### src/rtl/dest_packetizer_mc.sv
// Destination packetizer: strips a destination header byte from rx frames into tid, and prepends tid as a header on tx.
// Optional statistics (rx_drop_count, rx_bad_dest) are built only when DEST_PACKETIZER_MC_STATS_EN is defined.
module dest_packetizer_mc #(
    parameter int NUM_DEST  = 8,
    parameter int TID_WIDTH = 3
) (
    input  logic                 aclk,
    input  logic                 areset,
    input  logic                 rxframe_tvalid,
    output logic                 rxframe_tready,
    input  logic                 rxframe_tlast,
    input  logic [7:0]           rxframe_tdata,
    output logic                 txframe_tvalid,
    input  logic                 txframe_tready,
    output logic                 txframe_tlast,
    output logic [7:0]           txframe_tdata,
    output logic                 rxpacket_tvalid,
    input  logic                 rxpacket_tready,
    output logic                 rxpacket_tlast,
    output logic [7:0]           rxpacket_tdata,
    output logic [TID_WIDTH-1:0] rxpacket_tid,
    input  logic                 txpacket_tvalid,
    output logic                 txpacket_tready,
    input  logic                 txpacket_tlast,
    input  logic [7:0]           txpacket_tdata,
    input  logic [TID_WIDTH-1:0] txpacket_tid
`ifdef DEST_PACKETIZER_MC_STATS_EN
    ,
    output logic [15:0]          rx_drop_count,
    output logic                 rx_bad_dest
`endif
);

    localparam logic [1:0] RX_HEADER  = 2'd0;
    localparam logic [1:0] RX_PAYLOAD = 2'd1;
    localparam logic [1:0] RX_DISCARD = 2'd2;
    localparam logic [0:0] TX_HEADER  = 1'b0;
    localparam logic [0:0] TX_PAYLOAD = 1'b1;

    logic [1:0]           rx_state_q, rx_state_d;
    logic [TID_WIDTH-1:0] rx_tid_q, rx_tid_d;
    logic [0:0]           tx_state_q, tx_state_d;
    logic                 rx_fire, hdr_fire, hdr_bad, tx_fire;

    assign rx_fire  = rxframe_tvalid & rxframe_tready;
    assign hdr_fire = rx_fire & (rx_state_q == RX_HEADER);
    assign hdr_bad  = {24'd0, rxframe_tdata} >= 32'(NUM_DEST);
    assign tx_fire  = txframe_tvalid & txframe_tready;

    // Extract side: header and discarded bytes are swallowed, payload is a zero-latency pass-through.
    always_comb begin
        rx_state_d      = rx_state_q;
        rx_tid_d        = rx_tid_q;
        rxframe_tready  = 1'b1;
        rxpacket_tvalid = 1'b0;
        case (rx_state_q)
            RX_HEADER: begin
                if (hdr_fire && !rxframe_tlast) begin
                    if (hdr_bad) begin
                        rx_state_d = RX_DISCARD;
                    end else begin
                        rx_state_d = RX_PAYLOAD;
                        rx_tid_d   = rxframe_tdata[TID_WIDTH-1:0];
                    end
                end
            end
            RX_PAYLOAD: begin
                rxframe_tready  = rxpacket_tready;
                rxpacket_tvalid = rxframe_tvalid;
                if (rx_fire && rxframe_tlast) rx_state_d = RX_HEADER;
            end
            RX_DISCARD: begin
                if (rx_fire && rxframe_tlast) rx_state_d = RX_HEADER;
            end
            default: rx_state_d = RX_HEADER;
        endcase
    end

    assign rxpacket_tdata = rxframe_tdata;
    assign rxpacket_tlast = rxframe_tlast;
    assign rxpacket_tid   = rx_tid_q;

    // Insert side: the header beat reuses the first packet beat's valid, so tid is read only while in TX_HEADER.
    always_comb begin
        tx_state_d      = tx_state_q;
        txframe_tvalid  = txpacket_tvalid & ~areset;
        txframe_tdata   = 8'(txpacket_tid);
        txframe_tlast   = 1'b0;
        txpacket_tready = 1'b0;
        if (tx_state_q == TX_PAYLOAD) begin
            txframe_tdata   = txpacket_tdata;
            txframe_tlast   = txpacket_tlast;
            txpacket_tready = txframe_tready;
            if (tx_fire && txpacket_tlast) tx_state_d = TX_HEADER;
        end else if (tx_fire) begin
            tx_state_d = TX_PAYLOAD;
        end
    end

    always_ff @(posedge aclk or posedge areset) begin
        if (areset) begin
            rx_state_q <= RX_HEADER;
            rx_tid_q   <= '0;
            tx_state_q <= TX_HEADER;
        end else begin
            rx_state_q <= rx_state_d;
            rx_tid_q   <= rx_tid_d;
            tx_state_q <= tx_state_d;
        end
    end

`ifdef DEST_PACKETIZER_MC_STATS_EN
    logic [15:0] drop_cnt_q, drop_cnt_d;
    logic        bad_dest_q;
    logic        drop_ev, bad_ev;

    // A header-only frame counts as one drop even if its destination is also out of range.
    assign drop_ev    = hdr_fire & (rxframe_tlast | hdr_bad);
    assign bad_ev     = hdr_fire & ~rxframe_tlast & hdr_bad;
    assign drop_cnt_d = (drop_ev && drop_cnt_q != 16'hFFFF) ? drop_cnt_q + 16'd1 : drop_cnt_q;

    always_ff @(posedge aclk or posedge areset) begin
        if (areset) begin
            drop_cnt_q <= '0;
            bad_dest_q <= 1'b0;
        end else begin
            drop_cnt_q <= drop_cnt_d;
            bad_dest_q <= bad_ev;
        end
    end

    assign rx_drop_count = drop_cnt_q;
    assign rx_bad_dest   = bad_dest_q;
`endif

endmodule

### config.mk
export PLATFORM = sky130hd
export DESIGN_NAME = dest_packetizer_mc
export DESIGN_NICKNAME = d
export VERILOG_FILES = /design/src/rtl/dest_packetizer_mc.sv
export SDC_FILE = /design/constraint.sdc
export NUM_CORES = 1
export LEC_CHECK = 0
export CAP_MARGIN = 5
export CORE_AREA = 2 2 48 46
export DETAILED_ROUTE_END_ITERATION = 6
export DIE_AREA = 0 0 50 48
export PLACE_DENSITY_LB_ADDON = 0.05
export SLEW_MARGIN = 40
export SYNTH_ARGS = -nofsm -noshare
export SYNTH_HDL_FRONTEND = slang
export SYNTH_SLANG_ARGS = --single-unit
export TNS_END_PERCENT = 10
### constraint.sdc
create_clock -name aclk -period 1.8 [get_ports aclk]
set_input_delay 0.36 -clock aclk [delete_from_list [all_inputs] [get_ports aclk]]
set_output_delay 0.36 -clock aclk [all_outputs]
set_load 0.01 [all_outputs]
Word level (Yosys, flattened, before mapping). Cells that the tools add are included.

Input bits: 27. Word-level logic and storage cells: 34. Output and inout bits: 25. Flip-flop bits (word level): 6.

Reduce and logical (&&, ||, !) cells: 8. Magnitude comparators: 1. Bitwise operators: 6. Mux-type cells: 12. Equal/unequal tests: 4.

Operators with widths (count): $ge A8 B4 Y1 const B (1); $mux W8 (1); $mux W1 (7); $mux W2 (3); $and A1 B1 Y1 (4); $ne A2 B1 Y1 const B (2); $pmux W2 S2 (1); $logic_and A1 B1 Y1 (3); $reduce_and A3 Y1 (1); $eq A2 B1 Y1 const B (1); $eq A2 B2 Y1 const B (1); $logic_not A2 Y1 (1); $not A1 Y1 (2); $reduce_and A2 Y1 (1); $reduce_or A2 Y1 (1); $logic_not A1 Y1 (1).

Depth between registers and ports, before layout.
Word-level depth: 7. Gate-level depth with buffers: 6. Depth with buffers taken out: 6.

Least setup slack after synthesis. OpenSTA, ideal clock, no wires.

Kind: register to register. Start: reg rx_state_q[0]. End: reg rx_tid_q[0] (netlist: rxpacket_tid[0]). Stages on the path, launching flop included: 6. Slack: 0.260 ns. Library setup time: 0.125 ns. Arrival: 1.415 ns. Period minus slack after synthesis: 1.540 ns. Cell sequence: dfrtp_1 ha_1 nand2b_1 nand2_1 nor4_4 mux2_2.

Longest elaborated chain between the ends: 6. Elaborated cells on any way between the ends: 7.

RTL lines: start, declared (line 40) `logic [1:0] rx_state_q, rx_state_d;`; start signal, assigned (line 106) `rx_state_q <= rx_state_d;`; $eq A2 B1 Y1 (line 56) `case (rx_state_q)`; $mux W1 (line 56); named net rxframe_tready (line 10) `output logic rxframe_tready,`; $and A1 B1 Y1 (line 45) `assign rx_fire = rxframe_tvalid & rxframe_tready;`; $and A1 B1 Y1 (line 46) `assign hdr_fire = rx_fire & (rx_state_q == RX_HEADER);`; $logic_and A1 B1 Y1 (line 58) `if (hdr_fire && !rxframe_tlast) begin`; $reduce_and A3 Y1 (no line); end signal, assigned (line 107) `rx_tid_q <= rx_tid_d;`; end, declared (line 41) `logic [TID_WIDTH-1:0] rx_tid_q, rx_tid_d;`.

The timed path passes the listed nets, and every way through them passes these cells. A chain may end at the register's enable or synchronous reset.

Worst setup path in the final report.
Start: in rxframe_tdata[2]. End: out rxpacket_tdata[2].

RTL lines: start, declared (line 12) `input logic [7:0] rxframe_tdata,`; end, declared (line 20) `output logic [7:0] rxpacket_tdata,`.

No word-level cell between the ends.

==> summary.md <==
| Metric | Value |
|---|---|
| Internal power | `464 uW` |
| Syn_area_per_cell | `9.56 um^2` |
| CP endpoint kind | `output pin` |
| Post-CTS Hold Buffers | `0` |
| Final Hold Vio Count | `0` |
| Crit-path max FO | `2` |
| Fin crit share | `0.976` |
| Root buffer cell | `clkbuf_4` |
| Max-cap violation count | `0` |
| Core Util, Final | `0.590` |
| Gate Count Post-Synth | `53` |
| Leakage | `0.524 nW` |
| Sequential power share | `0.281` |
| Synth Register Bits | `6` |
| Die area | `2400 um^2` |
| Gpl congestion | `0.689` |
| Slowest CP cell | `clkdlybuf4s50_1` |
| RSZ-0062 raised after global routing | `false` |
| Fin nets | `140` |
| Initial cell density of the core | `0.273` |
| Finished Cell Area | `1100 um^2` |
| Drt wl/cell | `11.5 um` |
| Vias in the first global route | `516` |
| Hold Path Class | `input port to asynchronous set/reset pin` |
| Critical Path Start Type | `input port` |
| F_max | `569 MHz` |
| Worst path top cell family by delay | `buffers and inverters` |
| Die Span Y | `48 um` |
| Sw Share | `0.314` |
| CTS buffer count | `3` |
| Post-Route Setup TNS | `0 ns` |
| Rel. slew slack | `0.759` |
| # fillers | `182` |
| Largest net degree at the start of global routing | `9` |
| DP HPWL | `1190 um` |
| Combinational power share | `0.539` |
| Pre-CTS WS | `-0.150 ns` |
| GR Util All Layers | `0.128` |
| Final Max Slew Viols | `0` |
| CP max stage delay | `0.56 ns` |
| Max Root-Sink Buffers | `2` |
| Worst-path clk slew | `0.05 ns` |
| Vias | `564` |
| TritonCTS clock tree | `built` |
| Syn Nets | `82` |
| Seq. cell area | `151 um^2` |
| Net Switching | `212 uW` |
| Worst path required time | `1.44 ns` |
| ANT cells | `0` |
| DRC | `0` |
| Worst-Margin Slew | `0.359 ns` |
| Status | `complete, no violations` |
| Clk sinks | `6` |
| Io pins | `52` |
| Initial antenna violation count | `0` |
| Placed instance area | `1040 um^2` |
| Synth warnings | `0` |
| H-Tree Depth | `1` |
| DR vias/cell | `4.21` |
| GRT overflow | `0` |
| Drt total wl | `1540 um` |
| Final min period | `1.76 ns` |
| Later-pin clock latency in the skew report | `0.24 ns` |
| Buf/Inv on CP | `2` |
| DR pass1 iterations | `4` |
| PortBufs | `51` |
| Worst Slack Setup Final | `0.0423 ns` |
| PD cells | `616 nW/um^2` |
| Clock share of power | `0.180` |
| Synthesized cell area | `507 um^2` |
| Seq/Total Area, Yosys | `0.296` |
| Multi-input gate area | `280 um^2` |
| Core Box Area | `1860 um^2` |
| Area growth from synthesis to layout | `116%` |
| Skew final | `0.00554 ns` |
| Crit path top cell by count | `clkdlybuf4s50_1` |
| Crit-path cells | `clkdlybuf4s50_1 -> clkdlybuf4s50_1` |
| Peak supply drop | `0.294 mV` |
| Row cnt | `15` |
| Share of layout cells above drive strength 1 | `0.229` |
| Final setup fails | `0` |
| Initial DRC count | `4` |
| Critical Path AT | `1.40 ns` |
| Post-route ant nets | `0` |
| Setup CP Type | `input port to output pin` |
| Library cells used by synthesis | `20` |
| Die W | `50 um` |
| First-pass GRT wire length | `2240 um` |
## metal layers
metal / part of all wire / track usage / vias to the layer above
met5: 0 / 0 / -
met4: 0 / 0.0667 / 0
met3: 0.063 / 0.0344 / 0
met2: 0.54 / 0.237 / 24
met1: 0.40 / 0.139 / 252
li1: - / - / 288
## path summary, 6_finish.rpt
path,endpoint,start,cells past startpoint,slack [ns]
hold reg to reg,rxpacket_tid[1]$_DFFE_PP0P_,rxpacket_tid[1]$_DFFE_PP0P_,1,0.51
min in group aclk,rxpacket_tid[1]$_DFFE_PP0P_,rxpacket_tid[1]$_DFFE_PP0P_,1,0.51
hold / removal,rxpacket_tid[1]$_DFFE_PP0P_,areset,3,0.46
setup reg to reg,rxpacket_tid[2]$_DFFE_PP0P_,rx_state_q[0]$_DFFE_PP0P_,5,0.23
max in group asynchronous,tx_state_q$_DFF_PP0_,areset,3,1.13
setup / recovery,rxpacket_tdata[2],rxframe_tdata[2],2,0.04
## area by class of cell
class / count / share of cell area
timing repair buffer: 63 / 0.540
multi-input combinational: 32 / 0.256
inverter: 5 / 0.0171
tap: 25 / 0.0285
sequential: 6 / 0.138
clock buffer: 3 / 0.0205
## cell families (layout without fill, tap and decap cells)
| group | count (synthesis) | after routing | synth area share |
|---|---|---|---|
| mux | 6 | 6 | 0.133 |
| fa+ha+maj | 2 | 2 | 0.0494 |
| flops | 6 | 6 | 0.296 |
| simple gates | 16 | 16 | 0.227 |
| buf+inv | 15 | 71 | 0.178 |
| compound gates | 8 | 8 | 0.116 |
## worst reg2reg max path, stage by stage, from the launching register on
cell and delay, ns:
dfrtp_1 0.41, ha_1 0.22, nand2b_1 0.11, nand2_1 0.11, nor4_4 0.28, mux2_4 0.33
## cells in the mapped netlist
cell       number  area [um^2]
and2_1          8         50.1
nand2_1         2         7.51
o2bb2ai_1       2         17.5
a32oi_1         1         8.76
nor2_1          1         3.75
inv_1           5         18.8
a22oi_1         1         7.51
mux2_2          6         67.6
nor4_4          1         21.3
buf_4           9         67.6
nand2b_1        1         6.26
a21o_1          1         7.51
nor3_2          1         10.0
a31oi_1         2         12.5
clkbuf_1        1         3.75
nor2b_1         1         6.26
ha_1            2         25.0
dfrtp_1         6          150
a21oi_1         1         5.00
and4b_1         1         10.0
## timing repair
item                       CTS  global route
resized for setup           14             7
pin swaps                    0             3
hold endpoints to repair     0             0
setup endpoints to repair   13             4
setup buffers                2             1
## metrics by stage
stage / cells / hold slack [ns] / total power, mW
after CTS: 133 / 0.473 / 0.674
after global routing: 134 / 0.521 / 0.724
after floorplan: 53 / 0.151 / 0.366
after detailed placement: 128 / 0.499 / 0.558
after global placement: 128 / 0.493 / 0.557
final: 134 / 0.465 / 0.676
## state kept, by name (all words and copies together), names as in the netlist
signal	flops
rx_state_q	2
rxpacket_tid	3
tx_state_q	1
## cells in the final DEF (no fill, tap or decap), drive strengths merged
cell            n
nor4            1
nor2            1
a21o            1
mux2            6
nor3            1
inv             5
dlymetal6s2s    3
and2            8
buf            12
a31oi           2
nand2           2
a21oi           1
and4b           1
o2bb2ai         2
clkdlybuf4s50  35
dfrtp           6
nor2b           1
ha              2
clkbuf          3
nand2b          1
a22oi           1
a32oi           1
dlygate4sd2    13
## power by group through the flow
stage	logic [mW]	registers, mW	clock network (mW)
floorplan	0.183	0.184	0
global placement	0.367	0.191	0
detailed placement	0.366	0.192	0
CTS	0.359	0.189	0.125
global route	0.398	0.194	0.133
finish	0.364	0.190	0.121
(Power assumes the default switching activity.)
